$ cat config.mk
export PLATFORM = sky130hd
export DESIGN_NAME = bus_slave
export DESIGN_NICKNAME = d
export VERILOG_FILES = /design/src/rtl/bus_pkg.sv /design/src/rtl/slave_mem.sv /design/src/rtl/bus_slave.sv
export SDC_FILE = /design/constraint.sdc
export NUM_CORES = 2
export LEC_CHECK = 0
export ABC_AREA = 1
export CORE_ASPECT_RATIO = 0.8
export CORE_UTILIZATION = 49
export CTS_CLUSTER_DIAMETER = 40
export DETAILED_ROUTE_END_ITERATION = 10
export PLACE_DENSITY_LB_ADDON = 0.25
export SLEW_MARGIN = 30
export SYNTH_ARGS = -nofsm -noshare
export SYNTH_HDL_FRONTEND = slang
export SYNTH_HIERARCHICAL = 1
export SYNTH_SLANG_ARGS = --single-unit
$ cat constraint.sdc
create_clock -name clk -period 4.15 [get_ports clk]
set_input_delay 0.83 -clock clk [delete_from_list [all_inputs] [get_ports clk]]
set_output_delay 0.83 -clock clk [all_outputs]
set_load 0.02 [all_outputs]
$ cat src/rtl/bus_pkg.sv
// Shared definitions for the system-bus slave: transfer modes, FSM encoding,
// error read data and address field layout.
package bus_pkg;

    localparam logic MODE_READ  = 1'b0;
    localparam logic MODE_WRITE = 1'b1;

    typedef enum logic [1:0] {
        ST_IDLE = 2'b00,
        ST_WAIT = 2'b01,
        ST_RESP = 2'b10
    } slave_state_t;

    localparam logic [7:0] ERR_RDATA = 8'hFF;

    localparam int ADDR_W = 16;
    localparam int ID_W   = 4;
    localparam int IDX_W  = 12;
    localparam int CNT_W  = 4;

    function automatic logic [ID_W-1:0] addr_id(input logic [ADDR_W-1:0] a);
        return a[ADDR_W-1 -: ID_W];
    endfunction

    function automatic logic [IDX_W-1:0] addr_idx(input logic [ADDR_W-1:0] a);
        return a[IDX_W-1:0];
    endfunction

endpackage

$ cat src/rtl/slave_mem.sv
// Single-port byte RAM: synchronous write, registered read.
module slave_mem
    import bus_pkg::*;
#(
    parameter int MEM_DEPTH = 256,
    parameter int AW        = (MEM_DEPTH > 1) ? $clog2(MEM_DEPTH) : 1
) (
    input  logic          clk,
    input  logic          we,
    input  logic          re,
    input  logic [AW-1:0] addr,
    input  logic [7:0]    wdata,
    output logic [7:0]    rdata
);

    logic [7:0] mem [MEM_DEPTH];

    // No reset on storage or read register; the owner decides when rdata is meaningful.
    always_ff @(posedge clk) begin
        if (we) begin
            mem[addr] <= wdata;
        end
        if (re) begin
            rdata <= mem[addr];
        end
    end

endmodule

$ cat src/rtl/bus_slave.sv
// Bus responder: decodes the slave ID, waits WAIT_CYCLES, performs one byte
// access into local memory and holds the response until m_valid drops.
module bus_slave
    import bus_pkg::*;
#(
    parameter logic [3:0] SLAVE_ID    = 4'h0,
    parameter int         MEM_DEPTH   = 256,
    parameter int         WAIT_CYCLES = 2
) (
    input  logic        clk,
    input  logic        rst_n,
    input  logic [15:0] addr,
    input  logic [7:0]  wdata,
    input  logic        mode,
    input  logic        m_valid,
    output logic [7:0]  rdata,
    output logic        sl_valid,
    output logic        sl_err,
    output logic        sl_ready,
    output logic [1:0]  state_show
);

    localparam int AW = (MEM_DEPTH > 1) ? $clog2(MEM_DEPTH) : 1;

    slave_state_t     state_q, state_d;
    logic [CNT_W-1:0] cnt_q;
    logic [IDX_W-1:0] idx_q;
    logic [7:0]       wdata_q;
    logic             mode_q;
    logic [7:0]       rdata_q;
    logic [7:0]       mem_rdata;
    logic             use_mem_q;
    logic             valid_q;
    logic             err_q;
    logic             hit;
    logic             accept;
    logic             do_op;
    logic             in_range;
    logic             mem_we;
    logic             mem_re;

    assign hit      = m_valid && (addr_id(addr) == SLAVE_ID);
    assign in_range = ({20'd0, idx_q} < MEM_DEPTH);
    assign mem_we   = do_op && in_range && (mode_q == MODE_WRITE);
    assign mem_re   = do_op && in_range && (mode_q == MODE_READ);

    always_comb begin
        state_d = state_q;
        accept  = 1'b0;
        do_op   = 1'b0;
        case (state_q)
            ST_IDLE: begin
                if (hit) begin
                    accept  = 1'b1;
                    state_d = ST_WAIT;
                end
            end
            ST_WAIT: begin
                if (cnt_q == '0) begin
                    do_op   = 1'b1;
                    state_d = ST_RESP;
                end
            end
            ST_RESP: begin
                if (!m_valid) begin
                    state_d = ST_IDLE;
                end
            end
            default: state_d = ST_IDLE;
        endcase
    end

    always_ff @(posedge clk or negedge rst_n) begin
        if (!rst_n) begin
            state_q <= ST_IDLE;
        end else begin
            state_q <= state_d;
        end
    end

    always_ff @(posedge clk or negedge rst_n) begin
        if (!rst_n) begin
            cnt_q <= '0;
        end else if (accept) begin
            cnt_q <= CNT_W'(WAIT_CYCLES);
        end else if (state_q == ST_WAIT && cnt_q != '0) begin
            cnt_q <= cnt_q - 1'b1;
        end
    end

    // Request fields are captured once at accept; later bus activity is ignored.
    always_ff @(posedge clk) begin
        if (accept) begin
            idx_q   <= addr_idx(addr);
            wdata_q <= wdata;
            mode_q  <= mode;
        end
    end

    // Response registers. Reads are served from the RAM read register, which
    // only updates on the op edge, so rdata stays held after RESP exits.
    always_ff @(posedge clk or negedge rst_n) begin
        if (!rst_n) begin
            valid_q   <= 1'b0;
            err_q     <= 1'b0;
            rdata_q   <= 8'h00;
            use_mem_q <= 1'b0;
        end else if (do_op) begin
            valid_q <= 1'b1;
            if (!in_range) begin
                err_q     <= 1'b1;
                rdata_q   <= ERR_RDATA;
                use_mem_q <= 1'b0;
            end else if (mode_q == MODE_WRITE) begin
                err_q     <= 1'b0;
                rdata_q   <= 8'h00;
                use_mem_q <= 1'b0;
            end else begin
                err_q     <= 1'b0;
                use_mem_q <= 1'b1;
            end
        end else if (state_q == ST_RESP && !m_valid) begin
            valid_q <= 1'b0;
            err_q   <= 1'b0;
        end
    end

    slave_mem #(
        .MEM_DEPTH (MEM_DEPTH),
        .AW        (AW)
    ) u_mem (
        .clk   (clk),
        .we    (mem_we),
        .re    (mem_re),
        .addr  (idx_q[AW-1:0]),
        .wdata (wdata_q),
        .rdata (mem_rdata)
    );

    assign rdata      = use_mem_q ? mem_rdata : rdata_q;
    assign sl_valid   = valid_q;
    assign sl_err     = err_q;
    assign sl_ready   = (state_q == ST_IDLE);
    assign state_show = state_q;

endmodule

Yosys cells after proc, flatten, opt, wreduce, memory -nomap -nowiden
Memory sizes are Yosys's and may differ from the RTL's. A register that Yosys moved wholly into a read port is not among the register bits. Cells that the tools add are included.

Bits of input ports: 28. Memories: 1. RAM bits: 2048. Register bits after elaboration: 38. Word-level logic and storage cells: 55.

Magnitude comparators: 1. Eq/ne operators: 6. Reductions and logical operators: 15. $add $sub $neg: 1. Bitwise logic cells: 1. Muxes and demuxes: 21.

Memories: u_mem.mem (depth 256, width 8, read ports 1, clocked after memory_dff 1, write ports 1, line slave_mem.sv:16) `logic [7:0] mem [MEM_DEPTH];`.

Operators with widths (number): $mux W8 (3); $lt A12 B9 Y1 const B (1); $mux W1 (12); $logic_not A4 Y1 (2); $mux W4 (2); $logic_and A1 B1 Y1 (6); $mux W2 (3); $ne A2 B2 Y1 const B (3); $pmux W2 S3 (1); $reduce_bool A2 Y1 (2); $reduce_bool A4 Y1 (1); $sub A4 B1 Y4 const B (1); $reduce_and A3 Y1 (1); $eq A2 B1 Y1 const B (1); $eq A2 B2 Y1 const B (1); $logic_not A2 Y1 (1); $ne A2 B1 Y1 const B (1); $reduce_and A2 Y1 (1); $logic_not A1 Y1 (1); $not A1 Y1 (1).

Longest topological paths before layout
Depth after elaboration: 7. Mapped depth: 15. Mapped depth without buffers: 13.

Cells and area by module
The synthesis kept the hierarchy.

By module, submodules not included: slave_mem (instances 1, area an instance 84936.5 um^2, sequential area each 61739.2 um^2, cells an instance 8021); bus_slave (instances 1, area an instance 1233.7 um^2, sequential area each 880.8 um^2, cells an instance 109).

Least setup slack after synthesis
Ideal clock, no wire load.

Path type: register to register. Start point: register wdata_q[0]. End point: memory u_mem.mem[0][0] (data pin). Setup slack: 0.104 ns. Path buffers: 0. Arrival time: 3.228 ns. Stages on the path, launching flop included: 1. Required time: 3.333 ns. Cell sequence: edfxtp_1.

RTL lines: from (decl) (line bus_slave.sv:28) `logic [7:0] wdata_q;`; from (signal assigned) (line bus_slave.sv:95) `wdata_q <= wdata;`; to (decl) (line slave_mem.sv:16).

Straight into the memory's write port.

Final worst setup path
Start point: register use_mem_q. End point: output rdata[0].

Longest elaborated chain between the ends: 1.

Ends and longest elaborated chain: from (decl) (line bus_slave.sv:32) `logic use_mem_q;`; from (signal assigned) (line bus_slave.sv:107) `use_mem_q <= 1'b0;`; from (signal assigned) (line bus_slave.sv:113) `use_mem_q <= 1'b0;`; from (signal assigned) (line bus_slave.sv:117) `use_mem_q <= 1'b0;`; $mux W8 (line bus_slave.sv:140) `assign rdata = use_mem_q ? mem_rdata : rdata_q;`; to (decl) (line bus_slave.sv:16) `output logic [7:0] rdata,`.

No other way between the ends.

==> summary.txt <==
Run status
  – Status: finished, final reports clean

Min path
  – Worst hold path type: in -> async

STA
  – Max-slew violations: 0
  – Final setup TNS: 0 ns
  – Final Setup Violations: 0
  – Max Clk Rate: 259 MHz
  – RSZ-0062 raised after global routing: no
  – Fin. Hold Viols: 0
  – Tmin final: 3.86 ns
  – Slew headroom: 29.2%
  – Worst-Margin Slew: 1.06 ns
  – Setup skew after layout: 0.0239 ns
  – Setup ws final: 0.292 ns
  – Final worst-path cycle share: 93.0%

Layout
  – Final Net Count: 8167
  – Most frequent cells in the layout: nand2_1, edfxtp_1, nor2_1
  – Fillers: 14520
  – Area Growth Syn to Fin: 12.3%
  – Final Cell Area: 96800 um^2
  – Final core occ: 55.5%
  – Antenna Cells: 0
  – Layout cells sized above 1: 6.45%
  – Most common cell after layout, fill and taps aside: nand2_1

Synth
  – Post-synth EDFFs: 2077
  – Post-Syn Nets: 8160
  – Most used DFF post-synth: edfxtp_1
  – Synthesized instance count: 8130
  – Post-synthesis async set-or-reset flop share: 0.479%
  – Synth warn: 6
  – Mapped Area: 86200 um^2
  – Synthesized area per cell: 10.6 um^2
  – Yosys reg bits: 2087
  – Register area share after synthesis: 72.7%
  – Synth cell types: 26

Place
  – Setup slack at placement: 0.565 ns
  – Port buffer count: 40
  – Post-DP HPWL: 136 mm
  – GP Congestion: 0.903
  – Placed cell areas: 89600 um^2

Clock tree
  – CTS tree: built
  – Post-cts resize count: 0
  – Post-CTS setup buffers: 0
  – CTS Buffer Depth: 3
  – CTS Buf Count: 210
  – H-tree levels: 4
  – Clock sink count: 2087
  – Worst skew pair latency: 0.85 ns
  – Hold buffer count at CTS: 0
  – CTS root buf: clkbuf_16
  – Clock-pin slew of the registers on the worst-case setup and hold paths: 0.06 ns

Pwr
  – Total chip power: 44.0 mW
  – Pwr dens: 454 nW/um^2
  – P_leak: 38.2 nW
  – Peak supply drop: 418 uV

Global routing
  – Total track usage: 26.3%
  – Vias in the first global route: 55048
  – First-pass GRT wire length: 350 mm
  – Largest net degree at the start of global routing: 166
  – Initial antenna violation count: 2
  – Total grt overflow: 0

Worst setup path
  – Setup Crit Path Kind: reg -> out
  – Worst path arrival time: 3.03 ns
  – Worst EP required: 3.32 ns
  – CP Cell Sequence: inv_1, nand2_1, nand2_1, clkdlybuf4s50_1
  – CP Capture Type: primary output
  – Reg2Reg Depth: 15
  – RR Endpoint: u_mem/rdata[0]$_DFFE_PP_
  – Most frequent CP cell: nand2_1
  – Max stage delay cell, worst path: dfrtp_1
  – Crit-path max cell delay: 0.70 ns
  – Minimum setup slack among reg-to-reg paths: 0.42 ns
  – CP max FO: 9
  – CP Launch Type: flip-flop
  – R2R Path Start: idx_q[1]$_DFFE_PP_

Die
  – Top-Level Pins: 41
  – Initial Util: 49.4%
  – Die area: 178000 um^2
  – Core Region: 175000 um^2
  – Cell Rows: 137
  – Die H: 377 um
  – Die W: 471 um

Drt
  – Final wirelength: 234 mm
  – Final ANT Viol Nets: 0
  – Initial DRC count: 6875
  – Vias: 57989
  – DRC viols: 0
  – Post-DR vias/cell: 5.47
  – WL/cell: 22.0 um
  – DRT Pass-1 Iters: 6

Job
  – Max-Cap Viols: 0
stage by stage:
stage	cells	hold WS (ns)
6_report	10608	0.302
5_1_grt	10608	0.328
4_1_cts	10607	0.261
3_5_place_dp	10217	0.474
3_3_place_gp	10216	0.470
2_1_floorplan	8130	0.442
flip-flops by register name, indices dropped and copies added (netlist names), 2 cells and up:
register and count:
u_mem/mem 2048, wdata_q 8, u_mem/rdata 8, cnt_q 4, state_show 2, idx_q 12
per-layer routing:
layer | vias to the layer above | global-route usage [%] | routed length (um)
met3 | 391 | 4.39 | 22600
met5 | - | 0 | 10
met2 | 2834 | 39.5 | 103000
li1 | 26747 | - | -
met1 | 28015 | 38.8 | 101000
met4 | 2 | 9.33 | 7760
report_power, final:
group / total [mW] / internal (mW) / switching (mW)
Sequential: 23.0 / 23.0 / 0.0493
Clock: 19.6 / 11.4 / 8.27
Combinational: 1.29 / 0.367 / 0.921
layout make-up:
type                            count  area [um^2]  share of cell area (%)
Sequential cell                  2087        62600                    64.7
Multi-Input combinational cell   5579        21600                    22.3
Clock buffer                      241         5460                    5.64
Tap cell                         2293         2870                    2.96
Timing Repair Buffer              213         2340                    2.42
Clock inverter                    149         1700                    1.76
Inverter                           46          208                   0.215
synthesized netlist by cell type, types with 7 or more instances:
library cell / number / share of area [%]
dfrtp_1: 10 / 0.29
clkbuf_1: 170 / 0.74
nand2_1: 4805 / 21
buf_6: 7 / 0.091
o21ai_1: 121 / 0.70
nor2_1: 373 / 1.6
a21oi_1: 33 / 0.19
o21ai_0: 41 / 0.24
buf_1: 52 / 0.23
inv_1: 39 / 0.17
edfxtp_1: 2077 / 72
nand3_1: 195 / 1.1
buf_2: 183 / 1.1
critical path: cells and delay by family (launching register included):
| kind | cells | cell delay (ns) |
|---|---|---|
| buffers and inverters | 2 | 0.73 |
| flip-flops | 1 | 0.70 |
| AND/OR/NAND/NOR | 2 | 0.73 |
cells by family after synthesis:
group | after synthesis | share of synthesized area [%]
buf+inv | 464 | 2.38
fa+ha+maj | 2 | 0.0290
simple gates | 5381 | 23.8
compound gates | 196 | 1.14
flops | 2087 | 72.7
how the worst max path moves through the flow:
stage | to | cells after the start | start
after floorplan | u_mem/mem[0][0]$_DFFE_PP_ | 0 | wdata_q[0]$_DFFE_PP_
after global placement | u_mem/mem[178][7]$_DFFE_PP_ | 7 | idx_q[1]$_DFFE_PP_
after detailed placement | u_mem/rdata[2]$_DFFE_PP_ | 15 | idx_q[1]$_DFFE_PP_
after CTS | rdata[0] | 4 | use_mem_q$_DFFE_PN0P_
after global routing | rdata[6] | 4 | use_mem_q$_DFFE_PN0P_
final | rdata[0] | 4 | use_mem_q$_DFFE_PN0P_
Power figures use the tool's default switching activity.
